`config.mk`:
```
export PLATFORM = sky130hd
export DESIGN_NAME = ila_proc_gen_flat
export DESIGN_NICKNAME = d
export VERILOG_FILES = /design/src/rtl/ila_proc_gen_pkg.sv /design/src/rtl/ila_proc_gen_if.sv /design/src/rtl/ila_proc_regfile.sv /design/src/rtl/ila_proc_gen.sv /design/src/flat_wrapper.sv
export SDC_FILE = /design/constraint.sdc
export NUM_CORES = 2
export LEC_CHECK = 0
export ABC_AREA = 1
export BUFFER_PORTS_ARGS = -buffer_cell sky130_fd_sc_hd__buf_4
export CORE_ASPECT_RATIO = 1.25
export CORE_MARGIN = 4
export CORE_UTILIZATION = 40
export CTS_CLUSTER_SIZE = 24
export DETAILED_ROUTE_END_ITERATION = 10
export PLACE_DENSITY_LB_ADDON = 0.05
export RECOVER_POWER = 100
export SLEW_MARGIN = 25
export SYNTH_ARGS = -nofsm -noshare
export SYNTH_HDL_FRONTEND = slang
export SYNTH_HIERARCHICAL = 1
export SYNTH_MEMORY_MAX_BITS = 65536
export SYNTH_SLANG_ARGS = --single-unit
export TNS_END_PERCENT = 20
```
`constraint.sdc`:
```
create_clock -name clk -period 6.8 [get_ports clk]
set_input_delay 1.36 -clock clk [delete_from_list [all_inputs] [get_ports clk]]
set_output_delay 1.36 -clock clk [all_outputs]
set_load 0.005 [all_outputs]
```
`src/rtl/ila_proc_gen_pkg.sv`:
```
// Shared definitions for the parametrised ILA processor: opcodes, decode bit
// positions, FSM states and a constant-evaluable clog2.
package ila_proc_pkg;

    localparam logic [2:0] OP_LOAD  = 3'b000;
    localparam logic [2:0] OP_ADD   = 3'b001;
    localparam logic [2:0] OP_STORE = 3'b010;
    localparam logic [2:0] OP_SUB   = 3'b011;
    localparam logic [2:0] OP_BNZ   = 3'b100;
    localparam logic [2:0] OP_LI    = 3'b101;
    localparam logic [2:0] OP_ILL   = 3'b110;
    localparam logic [2:0] OP_HALT  = 3'b111;

    localparam int DEC_LOAD  = 0;
    localparam int DEC_ADD   = 1;
    localparam int DEC_STORE = 2;
    localparam int DEC_SUB   = 3;
    localparam int DEC_BNZ   = 4;
    localparam int DEC_HALT  = 5;
    localparam int NDEC      = 6;

    typedef enum logic [1:0] {
        RUN,
        LOAD_WB,
        HALTED
    } state_t;

    function automatic int clog2(input int value);
        int result;
        int v;
        result = 0;
        v = value - 1;
        while (v > 0) begin
            result++;
            v = v >> 1;
        end
        return result;
    endfunction

    // Li shares the load decode bit; the illegal opcode decodes to nothing.
    function automatic logic [NDEC-1:0] decode(input logic [2:0] op);
        logic [NDEC-1:0] d;
        d = '0;
        case (op)
            OP_LOAD, OP_LI: d[DEC_LOAD]  = 1'b1;
            OP_ADD:         d[DEC_ADD]   = 1'b1;
            OP_STORE:       d[DEC_STORE] = 1'b1;
            OP_SUB:         d[DEC_SUB]   = 1'b1;
            OP_BNZ:         d[DEC_BNZ]   = 1'b1;
            OP_HALT:        d[DEC_HALT]  = 1'b1;
            default:        d = '0;
        endcase
        return d;
    endfunction

endpackage

```
`src/rtl/ila_proc_gen_if.sv`:
```
// Control/observation bundle of the ILA processor. The harness drives the
// master side, the processor sits on the slave side.
interface ila_proc_gen_if #(
    parameter int DW   = 8,
    parameter int NREG = 4,
    parameter int AW   = 8
);
    import ila_proc_pkg::*;

    localparam int RW = clog2(NREG);
    localparam int IW = 3 + 3 * RW;

    logic [NDEC-1:0]    grant;
    logic               resume;
    logic               imem_we;
    logic [AW-1:0]      imem_addr;
    logic [IW-1:0]      imem_wdata;
    logic               valid;
    logic [NDEC-1:0]    acc_decode;
    logic [AW-1:0]      pc;
    logic [NREG*DW-1:0] regs;
    logic               retire;
    logic               halted;
    logic               illegal;

    modport master (
        output grant, resume, imem_we, imem_addr, imem_wdata,
        input  valid, acc_decode, pc, regs, retire, halted, illegal
    );

    modport slave (
        input  grant, resume, imem_we, imem_addr, imem_wdata,
        output valid, acc_decode, pc, regs, retire, halted, illegal
    );

endinterface

```
`src/rtl/ila_proc_regfile.sv`:
```
// NREG x DW register file: two asynchronous read ports, one write port,
// asynchronous reset to zero, and a flattened view with r0 in the LSBs.
module ila_proc_regfile
    import ila_proc_pkg::*;
#(
    parameter  int DW   = 8,
    parameter  int NREG = 4,
    localparam int RW   = clog2(NREG)
) (
    input  logic               clk,
    input  logic               rst,
    input  logic [RW-1:0]      ra_addr,
    input  logic [RW-1:0]      rb_addr,
    output logic [DW-1:0]      ra_data,
    output logic [DW-1:0]      rb_data,
    input  logic               we,
    input  logic [RW-1:0]      wa,
    input  logic [DW-1:0]      wd,
    output logic [NREG*DW-1:0] regs
);

    logic [DW-1:0] mem [NREG];

    // Register write with asynchronous clear.
    // NOTE: state elements use non-blocking assignments so every flop samples pre-edge values.
    always_ff @(posedge clk or posedge rst) begin
        if (rst) begin
            for (int i = 0; i < NREG; i++) mem[i] <= '0;
        end else if (we) begin
            mem[wa] <= wd;
        end
    end

    assign ra_data = mem[ra_addr];
    assign rb_data = mem[rb_addr];

    for (genvar g = 0; g < NREG; g++) begin : g_flat
        assign regs[g*DW +: DW] = mem[g];
    end

endmodule

```
`src/rtl/ila_proc_gen.sv`:
```
// Parametrised ILA reference processor: single-issue, grant-gated commit,
// two-cycle loads through a registered data-memory read, halt/resume.
module ila_proc_gen
    import ila_proc_pkg::*;
#(
    parameter int DW   = 8,
    parameter int NREG = 4,
    parameter int AW   = 8
) (
    input logic           clk,
    input logic           rst,
    ila_proc_gen_if.slave bus
);

    localparam int RW   = clog2(NREG);
    localparam int IW   = 3 + 3 * RW;
    localparam int IMMW = 2 * RW;

    logic [IW-1:0] imem [2**AW];
    logic [DW-1:0] dmem [2**AW];

    state_t          state, state_next;
    logic [AW-1:0]   pc_q, pc_next;
    logic [IW-1:0]   ir;
    logic [2:0]      opcode;
    logic [RW-1:0]   rd, rs1, rs2;
    logic [IMMW-1:0] imm;
    logic [AW-1:0]   addr;
    logic [NDEC-1:0] dec;
    logic            go;
    logic [RW-1:0]   ra_addr;
    logic [DW-1:0]   ra_data, rb_data;
    logic            rf_we;
    logic [RW-1:0]   rf_wa;
    logic [DW-1:0]   rf_wd;
    logic [DW-1:0]   rdata_q;
    logic [RW-1:0]   ld_rd_q;
    logic            ld_issue, dmem_we, commit, set_illegal;
    logic            retire_q, illegal_q;

    // Fetch/decode: asynchronous read so a same-cycle imem write is seen next cycle.
    assign ir      = imem[pc_q];
    assign opcode  = ir[IW-1 -: 3];
    assign rd      = ir[IW-4 -: RW];
    assign rs1     = ir[2*RW-1 -: RW];
    assign rs2     = ir[RW-1:0];
    assign imm     = {rs1, rs2};
    assign addr    = AW'(imm);
    assign dec     = decode(opcode);
    assign go      = |(dec & bus.grant);
    assign ra_addr = (opcode == OP_STORE || opcode == OP_BNZ) ? rd : rs1;

    ila_proc_regfile #(.DW(DW), .NREG(NREG)) u_regfile (
        .clk     (clk),
        .rst     (rst),
        .ra_addr (ra_addr),
        .rb_addr (rs2),
        .ra_data (ra_data),
        .rb_data (rb_data),
        .we      (rf_we),
        .wa      (rf_wa),
        .wd      (rf_wd),
        .regs    (bus.regs)
    );

    // Next-state, next-pc and datapath controls for each FSM state.
    // NOTE: every output gets a default first so no path leaves a signal unassigned (no latches).
    always_comb begin
        state_next  = state;
        pc_next     = pc_q;
        rf_we       = 1'b0;
        rf_wa       = rd;
        rf_wd       = '0;
        dmem_we     = 1'b0;
        ld_issue    = 1'b0;
        commit      = 1'b0;
        set_illegal = 1'b0;
        case (state)
            RUN: begin
                if (opcode == OP_ILL) begin
                    set_illegal = 1'b1;
                    pc_next     = pc_q + 1'b1;
                end else if (go) begin
                    commit  = 1'b1;
                    pc_next = pc_q + 1'b1;
                    case (opcode)
                        OP_LOAD: begin
                            commit     = 1'b0;
                            ld_issue   = 1'b1;
                            pc_next    = pc_q;
                            state_next = LOAD_WB;
                        end
                        OP_ADD: begin
                            rf_we = 1'b1;
                            rf_wd = ra_data + rb_data;
                        end
                        OP_SUB: begin
                            rf_we = 1'b1;
                            rf_wd = ra_data - rb_data;
                        end
                        OP_LI: begin
                            rf_we = 1'b1;
                            rf_wd = DW'(imm);
                        end
                        OP_STORE: dmem_we = 1'b1;
                        OP_BNZ:   if (ra_data != '0) pc_next = addr;
                        OP_HALT:  state_next = HALTED;
                        default:  commit = 1'b0;
                    endcase
                end
            end
            LOAD_WB: begin
                rf_we      = 1'b1;
                rf_wa      = ld_rd_q;
                rf_wd      = rdata_q;
                pc_next    = pc_q + 1'b1;
                commit     = 1'b1;
                state_next = RUN;
            end
            HALTED: begin
                if (bus.resume) state_next = RUN;
            end
            default: state_next = RUN;
        endcase
    end

    // Architectural state: FSM, pc, retire pulse, sticky illegal, pending load target.
    always_ff @(posedge clk or posedge rst) begin
        if (rst) begin
            state     <= RUN;
            pc_q      <= '0;
            retire_q  <= 1'b0;
            illegal_q <= 1'b0;
            ld_rd_q   <= '0;
        end else begin
            state    <= state_next;
            pc_q     <= pc_next;
            retire_q <= commit;
            if (set_illegal) illegal_q <= 1'b1;
            if (ld_issue)    ld_rd_q   <= rd;
        end
    end

    // Instruction/data memory writes and the registered data-memory read.
    // NOTE: memories and their read register carry no reset; contents are defined by writes only.
    always_ff @(posedge clk) begin
        if (bus.imem_we) imem[bus.imem_addr] <= bus.imem_wdata;
        if (dmem_we)     dmem[addr] <= ra_data;
        if (ld_issue)    rdata_q <= dmem[addr];
    end

    assign bus.valid      = (state == RUN);
    assign bus.halted     = (state == HALTED);
    assign bus.acc_decode = dec;
    assign bus.pc         = pc_q;
    assign bus.retire     = retire_q;
    assign bus.illegal    = illegal_q;

endmodule

```
`src/flat_wrapper.sv`:
```
// flat-port wrapper written by rule: the top's interface ports become plain ports
module ila_proc_gen_flat import ila_proc_pkg::*;
#(
    parameter int DW   = 8,
    parameter int NREG = 4,
    parameter int AW   = 8
)
  (clk, rst, bus_grant, bus_resume, bus_imem_we, bus_imem_addr, bus_imem_wdata, bus_valid, bus_acc_decode, bus_pc, bus_regs, bus_retire, bus_halted, bus_illegal);
  ila_proc_gen_if #(.DW(DW), .NREG(NREG), .AW(AW)) bus_i ();
  input logic clk;
  input logic rst;
  input wire logic [$bits(bus_i.grant)-1:0] bus_grant;
  input wire logic [$bits(bus_i.resume)-1:0] bus_resume;
  input wire logic [$bits(bus_i.imem_we)-1:0] bus_imem_we;
  input wire logic [$bits(bus_i.imem_addr)-1:0] bus_imem_addr;
  input wire logic [$bits(bus_i.imem_wdata)-1:0] bus_imem_wdata;
  output wire logic [$bits(bus_i.valid)-1:0] bus_valid;
  output wire logic [$bits(bus_i.acc_decode)-1:0] bus_acc_decode;
  output wire logic [$bits(bus_i.pc)-1:0] bus_pc;
  output wire logic [$bits(bus_i.regs)-1:0] bus_regs;
  output wire logic [$bits(bus_i.retire)-1:0] bus_retire;
  output wire logic [$bits(bus_i.halted)-1:0] bus_halted;
  output wire logic [$bits(bus_i.illegal)-1:0] bus_illegal;
  assign bus_i.grant = bus_grant;
  assign bus_i.resume = bus_resume;
  assign bus_i.imem_we = bus_imem_we;
  assign bus_i.imem_addr = bus_imem_addr;
  assign bus_i.imem_wdata = bus_imem_wdata;
  assign bus_valid = bus_i.valid;
  assign bus_acc_decode = bus_i.acc_decode;
  assign bus_pc = bus_i.pc;
  assign bus_regs = bus_i.regs;
  assign bus_retire = bus_i.retire;
  assign bus_halted = bus_i.halted;
  assign bus_illegal = bus_i.illegal;
  ila_proc_gen #(.DW(DW), .NREG(NREG), .AW(AW)) u_core (.clk(clk), .rst(rst), .bus(bus_i));
endmodule
```
==> summary.md <==
| Metric | Value |
|---|---|
| Post-Synth Simple-Gate Area | 0.136 |
| Leak | 39.3 nW |
| Post-synthesis xor/xnor area fraction | 0.00137 |
| Setup-failing EPs final | 0 |
| Routed vias | 66,800 |
| GRT met2 Usage | 0.416 |
| Adder-cell share of the synthesized area | 0.00130 |
| Synthesis warning total | 6 |
| CTS tree | built |
| VDD IR max | 554 uV |
| # IOs | 77 |
| Most used cell, CP | nand2_1 |
| CP max stage delay | 0.66 ns |
| Async set-reset flop share out of synthesis | 0.0185 |
| CP Launch Type | register |
| Cell area after synthesis | 0.102 sq mm |
| Gpl congestion | 0.853 |
| DRC viols | 0 |
| Synth area leaders | edfxtp_1 72%, nor2_1 5.3%, nand2_1 5.2% |
| Largest net degree at the start of global routing | 165 |
| Core Rows | 207 |
| Nets | 8,592 |
| RSZ-0062 raised after global routing | yes |
| Min Clock Period, post-route | 6.56 ns |
| Number of global-route vias before repair | 65,200 |
| P&R area growth vs syn | 12.5% |
| Global route hottest layer | met2 |
| Fin area | 0.115 sq mm |
| Fmax | 152 MHz |
| FILL cells | 23,300 |
| Post-synth top area cell | edfxtp_1 |
| Crit. End Element | register |
| GR Overflow Total | 0 |
| Mux contribution to synthesized area | 0.0000978 |
| Failing checks | capacitance limit, slew limit |
| Chip Width | 460 um |
| Sequential area share after synthesis | 0.727 |
| Routed WL | 332,000 um |
| Global-route wire length before repair | 477,000 um |
| Most instantiated cells after synthesis | 2,440 x edfxtp_1, 1,458 x nor2_1, 1,421 x nand2_1 |
| Tcrit/Tclk final | 0.965 |
| Core area | 0.255 sq mm |
| Worst Max-Slew Pin Slew | 6.00 ns |
| Die Ht | 573 um |
| Vias per cell | 5.52 |
| Routing usage on met1 | 0.332 |
| Distinct cells, synth | 49 |
| Port bufs | 76 |
| Layout Skew | 0.0593 ns |
| WP data arrival | 7.23 ns |
| Post-DRT Antenna Nets | 0 |
| Syn nets | 8,491 |
| Drt first pass iters | 6 |
| Synth Area in Compound Gates | 0.0911 |
| Synth top area share | 0.716 |
| Layout Cells excl Fill | 12,100 |
| CTS Hold Bufs | 0 |
| CP max-delay cell | dfrtp_4 |
| H-tree lvl count | 5 |
| HP Class | reg -> reg |
| DR iter-0 viols | 6,445 |
| Clk sink count | 2,486 |
| Full die area | 0.264 sq mm |
| Root buffer cell | clkbuf_16 |
| Worst-Skew Late Latency | 0.88 ns |
| Placed cell area | 0.107 sq mm |
| Most common cell in the netlist | edfxtp_1 |
| Mapped Avg Cell Area | 12.1 sq um |
| Grt met3 use | 0.0339 |
| Initial Utilization | 0.402 |
| Status | finished, violations left |
| Worst-path clk slew | 0.06 ns |
| Final HPWL DP | 200,000 um |
| CTS max path bufs | 4 |
| Largest family of logic cells by synthesized area | simple AND/OR/NAND/NOR gates |
| Final hold violation count | 0 |
| Max Cap Viol | 29 |
| Wire per inst | 27.4 um |
| #FFs+latches synth | 2,486 |
| Slew headroom | -3.00 |
| Share of cells above drive strength 1 | 0.0873 |
| CTS buffer count | 273 |
| Post-synthesis cell count | 8,454 |
| Initial antenna violation count | 13 |
| Global Route Usage Sum | 0.246 |
| Most used flip-flop cell after synthesis | edfxtp_1 |
| Dpl cells | 11,600 |
| EDFF count, synth | 2,440 |
| Cell Pwr Density | 472 mW/mm^2 |
| Crit path kind | reg -> reg |
| Fin. max-slew vios | 1,679 |
| Critical Path RT | 7.47 ns |
| CP Max Fanout | 73 |
-- repair_timing --
item | in CTS | in global routing
setup endpoints to repair | 1 | 9
pin swaps | 0 | 0
buffers inserted | 0 | 0
cloned | 0 | 0
resized for setup | 1 | 5
-- flip-flops by register name, summed over array words and instances, names as in the netlist --
| signal | cells |
|---|---|
| u_core/state | 2 |
| u_core/dmem | 128 |
| u_core/imem | 2304 |
| u_core/bus.retire | 1 |
| u_core/bus.illegal | 1 |
| u_core/rdata_q | 8 |
| u_core/u_regfile/regs | 32 |
| u_core/bus.pc | 8 |
| u_core/ld_rd_q | 2 |
-- per-stage QoR --
| stage | util | setup WS (ns) | hold WS (ns) | power [mW] | TNS [ns] |
|---|---|---|---|---|---|
| final | 0.452 | 0.239 | 0.494 | 54.3 | 0 |
| after global placement | 0.421 | -0.0423 | 0.474 | 40.8 | -0.0423 |
| after floorplan | - | 1.67 | 0.459 | 31.9 | 0 |
| after global routing | 0.452 | -0.0580 | 0.529 | 57.4 | -0.183 |
| after CTS | 0.453 | 0.176 | 0.497 | 54.8 | 0 |
| after detailed placement | 0.421 | 0.00511 | 0.482 | 40.7 | 0 |
-- cells by family after synthesis --
kind of cell | after synthesis
AND/OR/NAND/NOR | 3455
flip-flops | 2486
XOR/XNOR | 16
multiplexers | 1
adder cells (fa/ha/maj) | 10
buffers and inverters | 861
AO/OA/AOI/OAI | 1625
-- layer usage --
metal	vias to the layer above	wire, um
met3	460	17900
met1	34000	141000
met5	-	13
met2	2021	163000
met4	2	10300
li1	30400	-
-- worst max-delay path, delay by kind of cell, from the launching register on --
family                 cells  cell delay [ns]
flip-flops                 1             0.66
AO/OA/AOI/OAI              4             0.42
AND/OR/NAND/NOR           18             3.61
buffers and inverters      7             1.45
-- cell type report --
type	instances	area, sq um	area share
Clock buffer	360	7410	0.0644
Sequential cell	2486	74400	0.647
Tap cell	3344	4180	0.0364
Antenna cell	6	15.0	0.000130
Timing Repair Buffer	370	3390	0.0295
Multi-Input combinational cell	5107	23600	0.205
Inverter	317	1240	0.0108
Clock inverter	113	810	0.00703
-- path summary, 6_finish.rpt --
check                                  startpoint                        end  slack [ns]  cells past startpoint
worst max-delay path             u_core/bus.pc[1]           u_core/bus.pc[3]        0.24                     29
worst min-delay path            u_core/ld_rd_q[1]          u_core/ld_rd_q[1]        0.49                      2
worst max register to register   u_core/bus.pc[1]           u_core/bus.pc[3]        0.24                     29
worst min register to register  u_core/ld_rd_q[1]          u_core/ld_rd_q[1]        0.49                      2
max in group asynchronous                     rst  u_core/u_regfile/regs[24]        4.63                      3
min in group asynchronous                     rst          u_core/ld_rd_q[0]        0.73                      2
-- placed cells by master, fill, tap and decap left out, types with 140 or more instances in the layout --
master	Yosys	routed
edfxtp_1	2440	2440
nor2_1	1458	1456
nand2_1	1421	1414
o21ai_0	911	910
nand3_1	507	506
inv_1	295	291
clkbuf_16	0	283
buf_4	88	221
o22ai_1	173	173
o221ai_1	140	140
-- report_power, final --
part	switching, mW	internal [mW]	total (mW)
registers	0.155	17.9	18.1
clock network	6.01	7.98	14.0
logic	15.9	6.42	22.3
Note: power is estimated with default switching activity, not from simulation.
